**src/rtl/reset_seq_pkg.sv**
```systemverilog
// Shared types for the HDMI command encoder reset sequencer.
package reset_seq_pkg;

  // Sequencer phases: waiting for lock, stepping through releases, all released.
  typedef enum logic [1:0] {
    WAIT_LOCK = 2'd0,
    HOLD      = 2'd1,
    RUN       = 2'd2
  } seq_state_t;

endpackage

```
**src/rtl/reset_sequencer_sync_bit.sv**
```systemverilog
// Single-bit synchronizer: a chain of STAGES flops that clear asynchronously.
module sync_bit #(
  parameter int STAGES = 2
) (
  input  logic clk_i,
  input  logic rst_ni,
  input  logic d_i,
  output logic q_o
);

  logic [STAGES-1:0] sync_q;

  // Shift the asynchronous input through the chain; clear the whole chain on reset.
  always_ff @(posedge clk_i or negedge rst_ni) begin
    if (!rst_ni) begin
      sync_q <= '0;
    end else begin
      sync_q <= {sync_q[STAGES-2:0], d_i};
    end
  end

  assign q_o = sync_q[STAGES-1];

endmodule

```
**src/rtl/reset_sequencer.sv**
```systemverilog
// Releases NUM_DOMAINS active-low resets in index order, HOLD_CYCLES apart,
// once the clocking resource reports lock; lock loss or a software request
// re-asserts every domain and restarts the sequence.
module reset_sequencer
  import reset_seq_pkg::*;
#(
  parameter int NUM_DOMAINS = 3,
  parameter int HOLD_CYCLES = 16,
  parameter int SYNC_STAGES = 2
) (
  input  logic                   clk,
  input  logic                   resetn_async,
  input  logic                   locked,
  input  logic                   sw_reset_req,
  output logic [NUM_DOMAINS-1:0] domain_resetn,
  output logic                   ready,
  output logic                   lock_lost
);

  localparam int CNT_W = $clog2(HOLD_CYCLES);
  localparam int IDX_W = $clog2(NUM_DOMAINS);
  localparam logic [CNT_W-1:0] CNT_LAST = CNT_W'(HOLD_CYCLES - 1);
  localparam logic [IDX_W-1:0] IDX_LAST = IDX_W'(NUM_DOMAINS - 1);
  localparam logic [NUM_DOMAINS-1:0] DOM_ONE = NUM_DOMAINS'(1);

  logic [1:0]             rst_sync_q;
  logic                   rst_n;
  logic                   locked_s;
  logic                   abort;
  seq_state_t             state_q;
  logic [CNT_W-1:0]       cnt_q;
  logic [IDX_W-1:0]       idx_q;
  logic [NUM_DOMAINS-1:0] domain_resetn_q;
  logic                   ready_q;
  logic                   lock_lost_q;

  // Internal reset: asserts immediately with resetn_async, releases two edges later.
  always_ff @(posedge clk or negedge resetn_async) begin
    if (!resetn_async) begin
      rst_sync_q <= 2'b00;
    end else begin
      rst_sync_q <= {rst_sync_q[0], 1'b1};
    end
  end

  assign rst_n = rst_sync_q[1];

  sync_bit #(
    .STAGES(SYNC_STAGES)
  ) u_locked_sync (
    .clk_i (clk),
    .rst_ni(rst_n),
    .d_i   (locked),
    .q_o   (locked_s)
  );

  // Lock loss and software request both restart the sequence from scratch.
  assign abort = !locked_s || sw_reset_req;

  // Sequencer FSM: hold counter, domain index, per-domain resets and status flags.
  always_ff @(posedge clk or negedge rst_n) begin
    if (!rst_n) begin
      state_q         <= WAIT_LOCK;
      cnt_q           <= '0;
      idx_q           <= '0;
      domain_resetn_q <= '0;
      ready_q         <= 1'b0;
      lock_lost_q     <= 1'b0;
    end else begin
      // A lock drop seen in RUN outranks a same-edge software clear.
      if (state_q == RUN && !locked_s) begin
        lock_lost_q <= 1'b1;
      end else if (sw_reset_req) begin
        lock_lost_q <= 1'b0;
      end

      case (state_q)
        WAIT_LOCK: begin
          domain_resetn_q <= '0;
          ready_q         <= 1'b0;
          cnt_q           <= '0;
          idx_q           <= '0;
          if (locked_s) begin
            state_q <= HOLD;
          end
        end

        HOLD: begin
          if (abort) begin
            domain_resetn_q <= '0;
            ready_q         <= 1'b0;
            cnt_q           <= '0;
            idx_q           <= '0;
            state_q         <= WAIT_LOCK;
          end else if (cnt_q == CNT_LAST) begin
            domain_resetn_q <= domain_resetn_q | (DOM_ONE << idx_q);
            cnt_q           <= '0;
            if (idx_q == IDX_LAST) begin
              state_q <= RUN;
              ready_q <= 1'b1;
            end else begin
              idx_q <= idx_q + IDX_W'(1);
            end
          end else begin
            cnt_q <= cnt_q + CNT_W'(1);
          end
        end

        RUN: begin
          if (abort) begin
            domain_resetn_q <= '0;
            ready_q         <= 1'b0;
            cnt_q           <= '0;
            idx_q           <= '0;
            state_q         <= WAIT_LOCK;
          end else begin
            domain_resetn_q <= '1;
            ready_q         <= 1'b1;
          end
        end

        default: begin
          domain_resetn_q <= '0;
          ready_q         <= 1'b0;
          cnt_q           <= '0;
          idx_q           <= '0;
          state_q         <= WAIT_LOCK;
        end
      endcase
    end
  end

  assign domain_resetn = domain_resetn_q;
  assign ready         = ready_q;
  assign lock_lost     = lock_lost_q;

endmodule

```
**config.mk**
```make
export PLATFORM = sky130hd
export DESIGN_NAME = reset_sequencer
export DESIGN_NICKNAME = d
export VERILOG_FILES = /design/src/rtl/reset_seq_pkg.sv /design/src/rtl/reset_sequencer_sync_bit.sv /design/src/rtl/reset_sequencer.sv
export SDC_FILE = /design/constraint.sdc
export NUM_CORES = 1
export LEC_CHECK = 0
export CAP_MARGIN = 30
export CORE_UTILIZATION = 45
export DETAILED_ROUTE_END_ITERATION = 10
export HOLD_SLACK_MARGIN = 0.08
export PLACE_DENSITY_LB_ADDON = 0.05
export SLEW_MARGIN = 25
export SYNTH_ARGS = -nofsm -noshare
export SYNTH_HDL_FRONTEND = slang
export SYNTH_SLANG_ARGS = --single-unit
```
**constraint.sdc**
```tcl
create_clock -name clk -period 0.8 [get_ports clk]
set_input_delay 0.12 -clock clk [delete_from_list [all_inputs] [get_ports clk]]
set_output_delay 0.12 -clock clk [all_outputs]
set_load 0.005 [all_outputs]
```
==> impl_metrics.env, run 1 <==
export IMPL_clock_skew_final_ns=0.00857
export IMPL_cts_tree="done"
export IMPL_nNetsFinal=137
export IMPL_final_fill_count=119
export IMPL_die_height_um=46.0
export IMPL_core_area_um2=1760
export IMPL_antenna_found_initial=0
export IMPL_achievable_frequency_mhz=640
export IMPL_yosys_cell_types_count=31
export IMPL_failed_checks="negative setup slack"
export IMPL_mean_instance_size_in_the_synthesized_netlist_um2=10.9
export IMPL_antenna_left=0
export IMPL_detail_route_drc_violations=0
export IMPL_critical_path_arrival_ns=1.75
export IMPL_yosysSeqAreaShare_pct=48.9
export IMPL_drv_cap=0
export IMPL_postSynth_topFlopCell="sky130_fd_sc_hd__dfrtp_1"
export IMPL_htree_num_levels=1
export IMPL_rows=15
export IMPL_postSynthNetCount=92
export IMPL_timing_setup_tns_ns=-9.03
export IMPL_postRouteWirelength_um=2470
export IMPL_clock_tree_root_cell="sky130_fd_sc_hd__clkbuf_4"
export IMPL_setup_worst_path_start_class="flop"
export IMPL_first_pass_iters=4
export IMPL_outcome="finished, violations left"
export IMPL_dr_total_vias=823
export IMPL_path_cells="inv_2 -> ha_4 -> and3b_2 -> a211oi_2 -> mux2_4"
export IMPL_period_needed_ns=1.56
export IMPL_clkSlewWorstSetupHoldPaths_ns=0.10
export IMPL_grt_setup_unrepaired="true"
export IMPL_final_layout_size_suffix_gt1_share_pct=61.3
export IMPL_synthesis_area_um2=870
export IMPL_fin_crit_sh_pct=195
export IMPL_area_growth_pct=62.3
export IMPL_track_usage_pct=25.6
export IMPL_element_type_at_the_critical_path_end="flop"
export IMPL_min_delay_path_class="flop to asynchronous set/reset pin"
export IMPL_die_area_um2=2110
export IMPL_grt_max_degree=16
export IMPL_cpPeakStageDelay_ns=0.42
export IMPL_cts_buffers=3
export IMPL_hold_violations=0
export IMPL_skew_pair_late_insertion_delay_ns=0.29
export IMPL_vias_per_cell=5.52
export IMPL_path_max_fanout=4
export IMPL_timing_reg2reg_worst_path_depth=5
export IMPL_number_of_enable_type_register_cells_in_the_synthesized_netlist=0
export IMPL_final_setup_worst_slack_ns=-0.763
export IMPL_antenna_cells=0
export IMPL_leakage_power_of_the_design_nw=0.656
export IMPL_grt_overflow_total=0
export IMPL_synth_seq_cells=17
export IMPL_cts_sinks=17
export IMPL_regToRegEndpoint="state_q[0]$_DFFE_PN0P_"
export IMPL_worstSetupPathType="flop to flop"
export IMPL_irDropWorstVdd_mv=1.60
export IMPL_netlist_instances=80
export IMPL_drt_iter0_markers=15
export IMPL_async_reset_ff_share_pct=100
export IMPL_ios=9
export IMPL_grt_first_pass_wirelength_um=3770
export IMPL_reg2reg_slack_ns=-0.76
export IMPL_post_layout_nonfiller_instances=149
export IMPL_placed_cells_incl_taps=135
export IMPL_die_width_um=46.0
export IMPL_clock_path_buffers=2
export IMPL_power_per_cell_area_nw_per_um2=1820
export IMPL_finalSetupViolations=18
export IMPL_crit_reg2reg_launch="state_q[1]$_DFFE_PN0P_"
export IMPL_slowest_stage_cell_on_the_critical_path="sky130_fd_sc_hd__dfrtp_2"
export IMPL_port_buffers=8
export IMPL_wl_per_cell_um=16.6
export IMPL_initial_core_util_pct=49.3
export IMPL_critical_path_origin="state_q[1]$_DFFE_PN0P_"
export IMPL_synthesis_yosys_warnings=0
export IMPL_first_global_vias=819
export IMPL_final_max_slew_viol_count=0
export IMPL_required_ns=0.99
export IMPL_gp_routability_congestion=0.873
export IMPL_dp_hpwl_um=1340
-- critical path: cells and delay by family, from the launching register on --
| kind | cells | cell delay (ns) |
|---|---|---|
| adders and majority gates | 1 | 0.19 |
| DFF | 1 | 0.42 |
| buffers and inverters | 1 | 0.07 |
| muxes | 1 | 0.32 |
| AOI/OAI and AO/OA | 1 | 0.22 |
| and+or+nand+nor | 1 | 0.23 |
-- logic make-up after synthesis --
group | synth area share, %
muxes | 2.59
buffers and inverters | 5.18
other | 0.431
DFF | 48.9
adders and majority gates | 11.5
and+or+nand+nor | 14.8
AOI/OAI and AO/OA | 16.5
-- stage by stage --
step                power (mW)  utilization [%]  hold WS, ns  worst slack, ns  instance area (um^2)
floorplan                 1.41                -       -0.176           -0.734                   920
global placement          1.73             67.6        0.176           -0.740                  1190
detailed placement        1.75             67.6        0.182           -0.793                  1190
CTS                       2.38             76.1        0.192           -0.748                  1340
global route              2.71             80.0        0.207           -0.805                  1410
finish                    2.58             80.0        0.175           -0.763                  1410
-- synth_stat cells (2+ instances only) --
cell type / count / share of area [%]
sky130_fd_sc_hd__o22ai_1: 5 / 3.6
sky130_fd_sc_hd__dfrtp_1: 17 / 49
sky130_fd_sc_hd__a22oi_1: 3 / 2.6
sky130_fd_sc_hd__ha_1: 8 / 12
sky130_fd_sc_hd__nand3_1: 4 / 2.3
sky130_fd_sc_hd__nand2_1: 2 / 0.86
sky130_fd_sc_hd__nand2b_1: 2 / 1.4
sky130_fd_sc_hd__inv_1: 10 / 4.3
sky130_fd_sc_hd__o21ai_1: 2 / 1.2
sky130_fd_sc_hd__a21oi_1: 4 / 2.3
sky130_fd_sc_hd__nor2b_1: 2 / 1.4
sky130_fd_sc_hd__nor4_1: 2 / 1.4
-- worst max path at each step --
stage,endpoint,cells past startpoint
floorplan,state_q[0]$_DFFE_PN0P_,6
global placement,state_q[0]$_DFFE_PN0P_,5
detailed placement,state_q[0]$_DFFE_PN0P_,5
CTS,state_q[0]$_DFFE_PN0P_,5
global route,state_q[0]$_DFFE_PN0P_,5
finish,state_q[0]$_DFFE_PN0P_,5
-- sequential cells by signal, indices dropped and copies added (netlist names) --
signal                flops
cnt_q                     4
domain_resetn             3
u_locked_sync.sync_q      2
state_q                   2
rst_sync_q                2
lock_lost                 1
ready                     1
idx_q                     2
-- cells in the final DEF, fill, tap and decap left out, types with 2 or more instances in the layout --
cell type and instances:
sky130_fd_sc_hd__a21oi_2 4, sky130_fd_sc_hd__a22oi_1 2, sky130_fd_sc_hd__and3b_2 2, sky130_fd_sc_hd__buf_2 5, sky130_fd_sc_hd__buf_4 29, sky130_fd_sc_hd__buf_6 3
sky130_fd_sc_hd__clkbuf_4 3, sky130_fd_sc_hd__clkdlybuf4s50_1 3, sky130_fd_sc_hd__dfrtp_1 15, sky130_fd_sc_hd__dfrtp_2 2, sky130_fd_sc_hd__ha_1 4, sky130_fd_sc_hd__ha_4 3
sky130_fd_sc_hd__inv_1 6, sky130_fd_sc_hd__inv_2 3, sky130_fd_sc_hd__mux2_4 2, sky130_fd_sc_hd__nand2_1 2, sky130_fd_sc_hd__nand3_1 3, sky130_fd_sc_hd__nor2b_1 2
sky130_fd_sc_hd__o22ai_2 4
-- layer usage --
metal / up-vias / routed length (um) / part of all wire, % / GRT usage [%]
li1: 375 / - / - / -
met1: 406 / 989 / 40 / 31.9
met2: 35 / 1300 / 52 / 43.1
met3: 7 / 136 / 5.5 / 3.57
met4: 0 / 48 / 1.9 / 11.8
met5: - / 0 / 0 / 0
-- timing repair --
action	in CTS	in global routing
buffers inserted	8	4
pin swaps	10	8
hold endpoints to repair	2	0
hold buffers	1	0
gates resized for setup	40	13
setup endpoints to repair	18	18
-- power breakdown --
group,switching [mW],internal (mW)
clock network,0.273,0.194
logic,0.510,0.602
registers,0.0649,0.932
total,0.848,1.73
-- area by class of cell --
class                           instances  area (um^2)  share of cell area [%]
Inverter                               10         40.0                    2.84
Sequential cell                        17          428                    30.3
Timing Repair Buffer                   41          317                    22.4
Tap cell                               25         31.3                    2.22
Clock buffer                            4         26.3                    1.86
Multi-Input combinational cell         52          569                    40.3
Note: power is estimated with default switching activity, not from simulation.
==> run 2: changes to the inputs <==
SLEW_MARGIN = not set   (was 25)
==> results of run 2 <==
No change in the layout: final DEF, timing and power equal those of run 1.
